==> src/rtl/serial_adder_pkg.sv <==
// Shared types for the serial adder slice.
// State encodings and default widths.
package serial_adder_pkg;

  localparam int DEFAULT_WIDTH = 8;

  typedef enum logic [1:0] {
    IDLE    = 2'b00,
    COLLECT = 2'b01,
    VALID   = 2'b10
  } col_state_e;

  typedef enum logic [1:0] {
    ADD_IDLE = 2'b00,
    ADD_RUN  = 2'b01,
    ADD_DONE = 2'b10
  } add_state_e;

endpackage

==> src/rtl/sipo_shift_reg.sv <==
// Serial-in parallel-out register.
// Bits enter at the MSB and move toward the LSB.
module sipo_shift_reg #(
  parameter int WIDTH = 8
) (
  input  logic             clk,
  input  logic             clear,
  input  logic             shift_en,
  input  logic             din,
  output logic [WIDTH-1:0] q
);

  // clear wins; otherwise shift right with din into the MSB
  always_ff @(posedge clk) begin
    if (clear) begin
      q <= '0;
    end else if (shift_en) begin
      q <= {din, q[WIDTH-1:1]};
    end
  end

endmodule

==> src/rtl/serial_result_collector.sv <==
// Collects serial adder sum bits into a word.
// Flags short and overrun collections.
module serial_result_collector
  import serial_adder_pkg::*;
#(
  parameter int WIDTH = DEFAULT_WIDTH
) (
  input  logic             clk,
  input  logic             rst,
  input  logic             load,
  input  logic             enable,
  input  logic             sum_bit,
  input  logic             carry_bit,
  input  logic             done,
  input  logic             result_ready,
  output logic [WIDTH-1:0] result,
  output logic             carry_out,
  output logic             result_valid,
  output logic             error,
  output logic             busy
);

  localparam int CW = $clog2(WIDTH + 1);
  localparam logic [CW-1:0] FULL = CW'(WIDTH);

  col_state_e    state_q, state_d;
  logic [CW-1:0] count_q, count_d;
  logic          carry_q, carry_d;
  logic          ovr_q, ovr_d;
  logic          err_q, err_d;
  logic          shift_en;
  logic          clear;

  assign clear = rst | load;

  sipo_shift_reg #(
    .WIDTH(WIDTH)
  ) u_sipo (
    .clk     (clk),
    .clear   (clear),
    .shift_en(shift_en),
    .din     (sum_bit),
    .q       (result)
  );

  // state, count and flag registers
  always_ff @(posedge clk) begin
    if (rst) begin
      state_q <= IDLE;
      count_q <= '0;
      carry_q <= 1'b0;
      ovr_q   <= 1'b0;
      err_q   <= 1'b0;
    end else begin
      state_q <= state_d;
      count_q <= count_d;
      carry_q <= carry_d;
      ovr_q   <= ovr_d;
      err_q   <= err_d;
    end
  end

  // next state, slot acceptance and error evaluation
  always_comb begin
    state_d  = state_q;
    count_d  = count_q;
    carry_d  = carry_q;
    ovr_d    = ovr_q;
    err_d    = err_q;
    shift_en = 1'b0;
    if (load) begin
      state_d = COLLECT;
      count_d = '0;
      carry_d = 1'b0;
      ovr_d   = 1'b0;
      err_d   = 1'b0;
    end else begin
      unique case (state_q)
        IDLE: begin
          state_d = IDLE;
        end
        COLLECT: begin
          if (enable) begin
            if (count_q < FULL) begin
              shift_en = 1'b1;
              count_d  = count_q + CW'(1);
              carry_d  = carry_bit;
            end else begin
              ovr_d = 1'b1;
            end
          end
          if (done) begin
            state_d = VALID;
            err_d   = ovr_d | (count_d != FULL);
          end
        end
        VALID: begin
          if (result_ready) begin
            state_d = IDLE;
          end
        end
        default: begin
          state_d = IDLE;
        end
      endcase
    end
  end

  assign carry_out    = carry_q;
  assign error        = err_q;
  assign busy         = (state_q == COLLECT);
  assign result_valid = (state_q == VALID);

endmodule
==> config.mk <==
export PLATFORM = sky130hd
export DESIGN_NAME = serial_result_collector
export DESIGN_NICKNAME = d
export VERILOG_FILES = /design/src/rtl/serial_adder_pkg.sv /design/src/rtl/sipo_shift_reg.sv /design/src/rtl/serial_result_collector.sv
export SDC_FILE = /design/constraint.sdc
export NUM_CORES = 1
export LEC_CHECK = 0
export ABC_AREA = 0
export CAP_MARGIN = 40
export CORE_ASPECT_RATIO = 1.4
export CORE_MARGIN = 5
export CORE_UTILIZATION = 35
export CTS_CLUSTER_SIZE = 10
export DETAILED_ROUTE_END_ITERATION = 8
export GPL_ROUTABILITY_DRIVEN = 0
export PLACE_DENSITY = 0.68
export SYNTH_ARGS = -nofsm -noshare
export SYNTH_HDL_FRONTEND = slang
export SYNTH_SLANG_ARGS = --single-unit
export TNS_END_PERCENT = 1
==> constraint.sdc <==
create_clock -name clk -period 2.9 [get_ports clk]
set_input_delay 0.58 -clock clk [delete_from_list [all_inputs] [get_ports clk]]
set_output_delay 0.58 -clock clk [all_outputs]
set_load 0.005 [all_outputs]
; ---- Word-level counts from Yosys, hierarchy flattened
; Cells that the tools add are included.
; Widths: inputs -> output; s select.
[op_classes]
add_sub_neg = 1
magnitude_cmp = 1
eq_ne = 7
muxes = 16
bitwise = 2
n_reduce_logical = 5
[op_table]
columns = cell, n
row1 = $mux 4, 4
row2 = $mux 1, 9
row3 = $ne 3x3->1 const B, 2
row4 = $reduce_and 2->1, 3
row5 = $add 4x1->4 const B, 1
row6 = $lt 4x4->1 const B, 1
row7 = $mux 2, 2
row8 = $ne 2x2->1 const B, 2
row9 = $ne 4x4->1 const B, 1
row10 = $pmux 2 s2, 1
row11 = $reduce_and 3->1, 1
row12 = $eq 2x1->1 const B, 1
row13 = $eq 2x2->1 const B, 1
row14 = $or 1x1->1, 2
row15 = $reduce_or 2->1, 1
[totals]
regBits = 17
in_bits = 8
output_inout_bits = 12
wordCells = 39

; ---- Depth between registers and ports, before layout
[depth]
depth_word = 7
mapped_depth = 5

; ---- By module
; A second synthesis with hierarchy kept.
[unflattened]
hier_cells = 72
hier_area_um2 = 705.7
[by_module_without_submodules]
columns = mod, n_inst, cells_per_inst, area_per_inst_um2, seq_area_each_um2
row1 = serial_result_collector, 1, 46, 420.4, 180.2
row2 = sipo_shift_reg, 1, 26, 285.3, 160.2

; ---- Worst setup path after synthesis
; Ideal clock, no wire load.
[synth_path]
kind = register to register
start = reg count_q[0]
end = reg err_q, in the netlist error
arrival_time_ns = 1.210
required_time_ns = 2.777
setup_slack_ns = 1.567
path_stages_with_launch = 6
n_path_buf = 0
period_less_slack_ns = 1.333
path_cell_list = dfxtp_1 -> ha_1 -> and4bb_1 -> a21oi_1 -> nor4_1 -> nor3_1
[synth_between]
elab_chain_len = 7
[synth_lines]
columns = element, line
row1 = from (decl), serial_result_collector.sv:27  ; logic [CW-1:0] count_q, count_d;
row2 = from (signal assigned), serial_result_collector.sv:56  ; count_q <= count_d;
row3 = $add 4x1->4 or $lt 4x4->1 (tied branches), "serial_result_collector.sv:86, serial_result_collector.sv:84"
row4 = $mux 4, serial_result_collector.sv:84  ; if (count_q < FULL) begin
row5 = $mux 4, serial_result_collector.sv:83  ; if (enable) begin
row6 = $mux 4, serial_result_collector.sv:78  ; unique case (state_q)
row7 = $mux 4, serial_result_collector.sv:71  ; if (load) begin
row8 = $ne 4x4->1, serial_result_collector.sv:94  ; err_d = ovr_d | (count_d != FULL);
row9 = $or 1x1->1 (*), serial_result_collector.sv:94
row10 = to (signal assigned), serial_result_collector.sv:59  ; err_q <= err_d;
row11 = to (decl), serial_result_collector.sv:30  ; logic err_q, err_d;
; Every way passes the cells marked *; elsewhere a longest branch is shown, timed or not. The select of a mux whose other input is x is not followed.
; A chain may end at the register's enable or synchronous reset.

; ---- Worst setup path after layout
[layout_path]
start = reg state_q[1]
end = out busy
[layout_between]
elab_chain_len = 1
[layout_lines]
columns = element, line
row1 = from (decl), serial_result_collector.sv:26  ; col_state_e state_q, state_d;
row2 = from (signal assigned), serial_result_collector.sv:55  ; state_q <= state_d;
row3 = $eq 2x1->1, serial_result_collector.sv:111  ; assign busy = (state_q == COLLECT);
row4 = to (decl), serial_result_collector.sv:20  ; output logic busy
; Every way passes these cells.

==> impl_results.md <==
* Number of vias in the routed layout at 624
* Antenna Diode Count at 0
* Leading cell types in the layout, fill and taps excluded: clkdlybuf4s50_1, dfxtp_1, nand2_1, a21oi_2, nor2_1
* Post-synth top area share at 45.1%
* Slew Viols, Final at 0
* DRT antenna net count at 0
* Row count at 20
* Largest stage delay on the critical path at 500 ps
* Detailed-route wire length per cell at 11.5 um
* Gr usage total at 9.79%
* Fraction of the yosys area taken by sequential cells at 45.1%
* Main combinational cell family by area after synthesis: simple AND/OR/NAND/NOR gates
* Clk buf depth at 2
* Hold buffers post-CTS at 0
* Core utilization of the finished layout at 45.6%
* Type of the worst setup path: reg -> out
* Clock tree from TritonCTS: yes
* IO buf count at 19
* Xor and xnor fraction of the mapped netlist area at 2.32%
* Floorplan die area at 0.00320 sq mm
* Number of H-tree levels at 1
* Number of enable flip-flop cells after synthesis at 0
* I/O pin cnt at 20
* Class of the worst hold path: reg -> reg
* Cells resized by post-CTS repair at 0
* Total wire length after detailed routing at 1.45 mm
* Startpoint Class: flop
* Synth Instances at 85
* Library cell used as clock root buffer: clkbuf_4
* Nature of the critical path endpoint: primary output
* Asr flop ratio synth at 0%
* Final worst path period share at 66.8%
* Most common library cell in the layout ignoring fill and taps: clkdlybuf4s50_1
* Fraction of layout cells with a size suffix above 1 at 21.2%
* Transition time at the pin with the least slew margin at 756 ps
* Run status: complete, no violations
* Residual DRC count at 0
* Final setup viols at 0
* Number of max-cap violations at 0
* Ranking of synthesized cells by area: dfxtp_1, a21oi_2, nand2_1
* Relative slew slack at 49.6%
* Number of antenna violations at the first check in global routing at 0
* Number of buffers inserted during clock tree synthesis at 3
* Total chip power at 394 uW
* Maximum number of pins on one net before global-route repair at 17
* HPWL reported at the end of detailed placement at 1.10 mm
* Max Fclk at 516 MHz
* Routed via count divided by cell count at 4.95
* Initial cell density of the core at 35.5%
* Adder-cell share of the synthesized area at 1.66%
* Post-Synth Simple-Gate Area at 28.2%
* Arrival time of the worst setup path at 1360 ps
* Syn Nets at 94
* Final nets at 114
* Clock latency reported for the late side of the worst-skew pair at 270 ps
* Power Density at 406 mW/mm^2
* Final hold viol count at 0
* Critical path required time at 2320 ps
* Critical Path Fanout Max at 6
* Synthesized area per cell at 8.88 sq um
* Post-route setup TNS at 0 ps
* Netlist area before placement at 754 sq um
* Chain of cells forming the critical path: nand2b_4 > inv_2 > clkdlybuf4s50_1
* Number of global-route vias before repair at 615
* DIE WIDTH at 49.2 um
* Top cell type by total area after synthesis: dfxtp_1
* Highest ir drop seen on vdd at 0.160 mV
* CORE AREA at 0.00213 sq mm
* Multiplexer area fraction after synthesis at 0%
* Worst-path clk slew at 90 ps
* Leakage power summed over all cells at 0.307 nW
* Chip height at 64.9 um
* Area added between synthesis and finish at 28.5%
* Critical Path Slowest Stage Cell: clkdlybuf4s50_1
* Yosys warning total at 0
* Grt total ovfl at 0
* Router iterations before antenna repair at 4
* Fill cell total of the finished layout at 200
* Synthesized-area fraction occupied by ao, oa, aoi and oai cells at 17.9%
* Synth unique cells at 28
* Unrepaired setup endpoints after global routing: no
* Worst hold slack at 469 ps
* Number of DRC markers in iteration 0 at 15
* Top FF cell, synth: dfxtp_1
* Number of synthesized register bits at 17
* Wire length of the first global-routing pass at 2.52 mm
* Clock Skew at 5.28 ps
* Post-CTS setup buffers at 0
* Shortest clock period the worst path allows after layout at 1940 ps
* Clock sink total at 17
[per-stage QoR]
step                std cells  area (sq um)  worst slack (ps)
global route              126           970               914
floorplan                  85           754              1570
global placement          122           943               892
detailed placement        122           943               850
finish                    126           970               963
CTS                       126           970               939
[final cells by class]
| class | count | area (sq um) | area share [%] |
|---|---|---|---|
| Tap cell | 22 | 27.5 | 2.84 |
| Sequential cell | 17 | 340 | 35.1 |
| Clock buffer | 4 | 26.3 | 2.71 |
| Inverter | 2 | 7.51 | 0.774 |
| Multi-Input combinational cell | 62 | 378 | 39.0 |
| Timing Repair Buffer | 19 | 190 | 19.6 |
[sequential cells by signal, summed over array words and instances, names as in the netlist]
signal	count
carry_out	1
count_q	4
error	1
ovr_q	1
state_q	2
u_sipo.q	8
[worst paths after layout]
| path | from | to | slack [ps] | cells after the start |
|---|---|---|---|---|
| hold reg to reg | u_sipo.q[0] | u_sipo.q[0] | 470 | 2 |
| setup / recovery | state_q[1] | busy | 960 | 3 |
| setup reg to reg | count_q[0] | error | 1400 | 5 |
| hold / removal | u_sipo.q[0] | u_sipo.q[0] | 470 | 2 |
[synthesized netlist by cell type, types with 2 or more instances]
cell	count
dfxtp_1	17
buf_2	2
nor3_1	2
nand2_1	14
nor2_1	8
a21oi_2	10
xnor2_1	2
nand2_2	6
a21oi_1	4
or2_1	2
[kinds of logic (layout without fill, tap and decap cells)]
| kind of cell | count (synthesis) | count (layout) |
|---|---|---|
| simple gates | 41 | 41 |
| compound gates | 18 | 18 |
| flops | 17 | 17 |
| buf+inv | 6 | 25 |
| xor+xnor | 2 | 2 |
| fa+ha+maj | 1 | 1 |
[worst max-delay path, delay by kind of cell (launching register included)]
family                 cells  cell delay [ps]
DFF                        1              320
and+or+nand+nor            1              160
buffers and inverters      2              600
[per-layer routing]
layer | global-route usage [%] | share of wire (%) | up-vias
met5 | 0 | 0 | -
met4 | 4.04 | 0.76 | 0
met3 | 2.53 | 4.6 | 2
met2 | 18.9 | 51 | 12
met1 | 9.46 | 43 | 287
li1 | - | - | 323
[where the power goes]
group / internal, mW / leakage (nW) / switching [mW]
sequential: 0.236 / 0.137 / 0.00220
combinational: 0.0181 / 0.154 / 0.0203
clock: 0.0532 / 0.0150 / 0.0640
Power figures use the tool's default switching activity.
==> edit: new RTL, config.mk and constraints unchanged <==
Register the output `error` once more, cleared by the reset; this adds one clock of latency there. The other outputs are not delayed to match.
--- a/src/rtl/serial_result_collector.sv
+++ b/src/rtl/serial_result_collector.sv
@@ -109,3 +109,9 @@
   assign carry_out    = carry_q;
-  assign error        = err_q;
+  always_ff @(posedge clk) begin
+    if (rst) begin
+      error <= '0;
+    end else begin
+      error <= err_q;
+    end
+  end
   assign busy         = (state_q == COLLECT);
Function: changed (a bounded check fails within 4 cycles, from zero or initial values and one cycle with rst high).
==> edit against the original RTL <==
- sequential cell count grew 1
- non-clock buffer count rose by 1
- clock power grew 29%
- worst setup slack got worse by 0.074 ns
- cell area down 1.7%
- largest power group unchanged
- routed wire length decreased by 0.69%
- count of clock-buffer cells in the layout unchanged
- die area down 4.2%
- synthesized area down 5.1%
- combinational power shrank 5.5%
- power grew 11%
==> edit: results <==
[route]
wl_per_cell_um = 11.4
vias_per_cell = 4.94
first_iter_violations = 12
first_pass_iters = 4

[synthesis]
synth_fp_nets = 94
synth-edff-count = 0
synth_common_cells = nand2_1 (22), dfxtp_1 (18), a21oi_1 (13), nor2_1 (7), nor2b_1 (3)
synth_area_leaders = dfxtp_1 (50%), nand2_1 (12%), a21oi_1 (9.1%)
yosys.cell_types.count = 22
yosysWarnings = 0
synthFlopType = dfxtp_1
ys_seq_area_share_pct = 50.3
synthArstFlopShare_pct = 0

[setup_path]
setup.worst_path.start = state_q[0]
regToRegStartpoint = count_q[0]
max_stage_delay_ns = 0.51
critPathTopFamily = buffers and inverters
slowest_stage = clkdlybuf4s50_1
cp_num_buf_inv = 2
crit_fanout = 10

[clocking]
cts_setup_buffers = 0
clock_latency_ns = 0.29
numCtsBuffers = 3
cts_max_level = 1
max-clock-path-buffers = 2
cts.clk_slew.worst_paths_ns = 0.10
cts_root_buffer = clkbuf_4
cts_resized = 0

[min_path]
hold_path_class = flip-flop to flip-flop
worstHoldStart = carry_out

[timing]
tightest_slew_ns = 0.390
fin_skew_ns = 0.00393

[place]
port_buffers = 19
dp_hpwl_um = 1070

[cells_and_area]
final_nets = 115
insertedDiodeCount = 0
reg.largest.list = u_sipo.q (8), count_q (4), state_q (2)
drive_above_1_share_pct = 6.67

[power]
p_sw_share_pct = 21.4
p_leak_nw = 0.333
ir_worst_vdd_uv = 279

[global_route]
grt_pass1_vias = 576
grt_max_degree = 17
grt_antenna_before_repair = 0
grtUsageTotal_pct = 10.5
grt_pass1_wl_um = 2360

[outcome]
status = finished, final reports clean
-- edit: cell count changes after synthesis, moves of 2 or more --
cell      delta
or2_1        -2
nand2_2      -6
buf_2        -2
a21oi_2     -10
clkbuf_1     +2
a21oi_1      +9
nor2b_1      +2
buf_4        +2
nand2_1      +8
-- edit: layout make-up --
class / instances / area (um^2)
clock buffer: 4 / 36.3
fill: 199 / 996
inverter: 2 / 7.51
multi-input combinational: 61 / 325
sequential: 18 / 360
tap: 21 / 26.3
timing repair buffer: 20 / 198
-- edit: path summary, 6_finish.rpt --
path	end	slack [ns]	depth (start not counted)
max	busy	0.89	3
min reg2reg	carry_out	0.46	2
max reg2reg	err_q	1.48	4
min	carry_out	0.46	2
-- edit: cells by family (layout without fill, tap and decap cells) --
group           Yosys count  after routing  share of synthesized area (%)
fa+ha+maj                 1              1                           1.75
simple gates             39             39                           25.4
buf+inv                   6             26                           4.20
compound gates           18             18                           14.7
xor+xnor                  3              3                           3.67
flops                    18             18                           50.4
-- edit: stage by stage --
stage	cell area [um^2]	hold WS (ns)	worst slack, ns	std cells	utilization (%)
after floorplan	716	0.438	1.52	85	-
after global placement	917	0.440	0.900	122	47.0
after detailed placement	917	0.454	0.860	122	47.0
after CTS	953	0.469	0.868	126	48.9
after global routing	953	0.495	0.776	126	48.9
final	953	0.463	0.889	126	48.9
-- edit: worst min-delay path: cells and delay by family (launching register included) --
family,cells,cell delay [ns]
DFF,1,0.32
and+or+nand+nor,1,0.05
AOI/OAI and AO/OA,1,0.05
-- edit: per-layer routing --
layer  wire length (um)  GRT usage [%]  share of wire [%]  vias up
li1                   -              -                  -      323
met1                610           12.0                 42      278
met2                678           16.0                 47       20
met3                124           2.28                8.6        2
met4                 24           7.74                1.7        0
met5                  0              0                  0        -
-- edit: power groups by stage --
stage / clock (mW) / sequential [mW] / combinational (mW)
finish: 0.151 / 0.251 / 0.0363
floorplan: 0 / 0.257 / 0.0195
detailed placement: 0 / 0.257 / 0.0367
global route: 0.165 / 0.252 / 0.0404
global placement: 0 / 0.257 / 0.0361
CTS: 0.158 / 0.251 / 0.0368
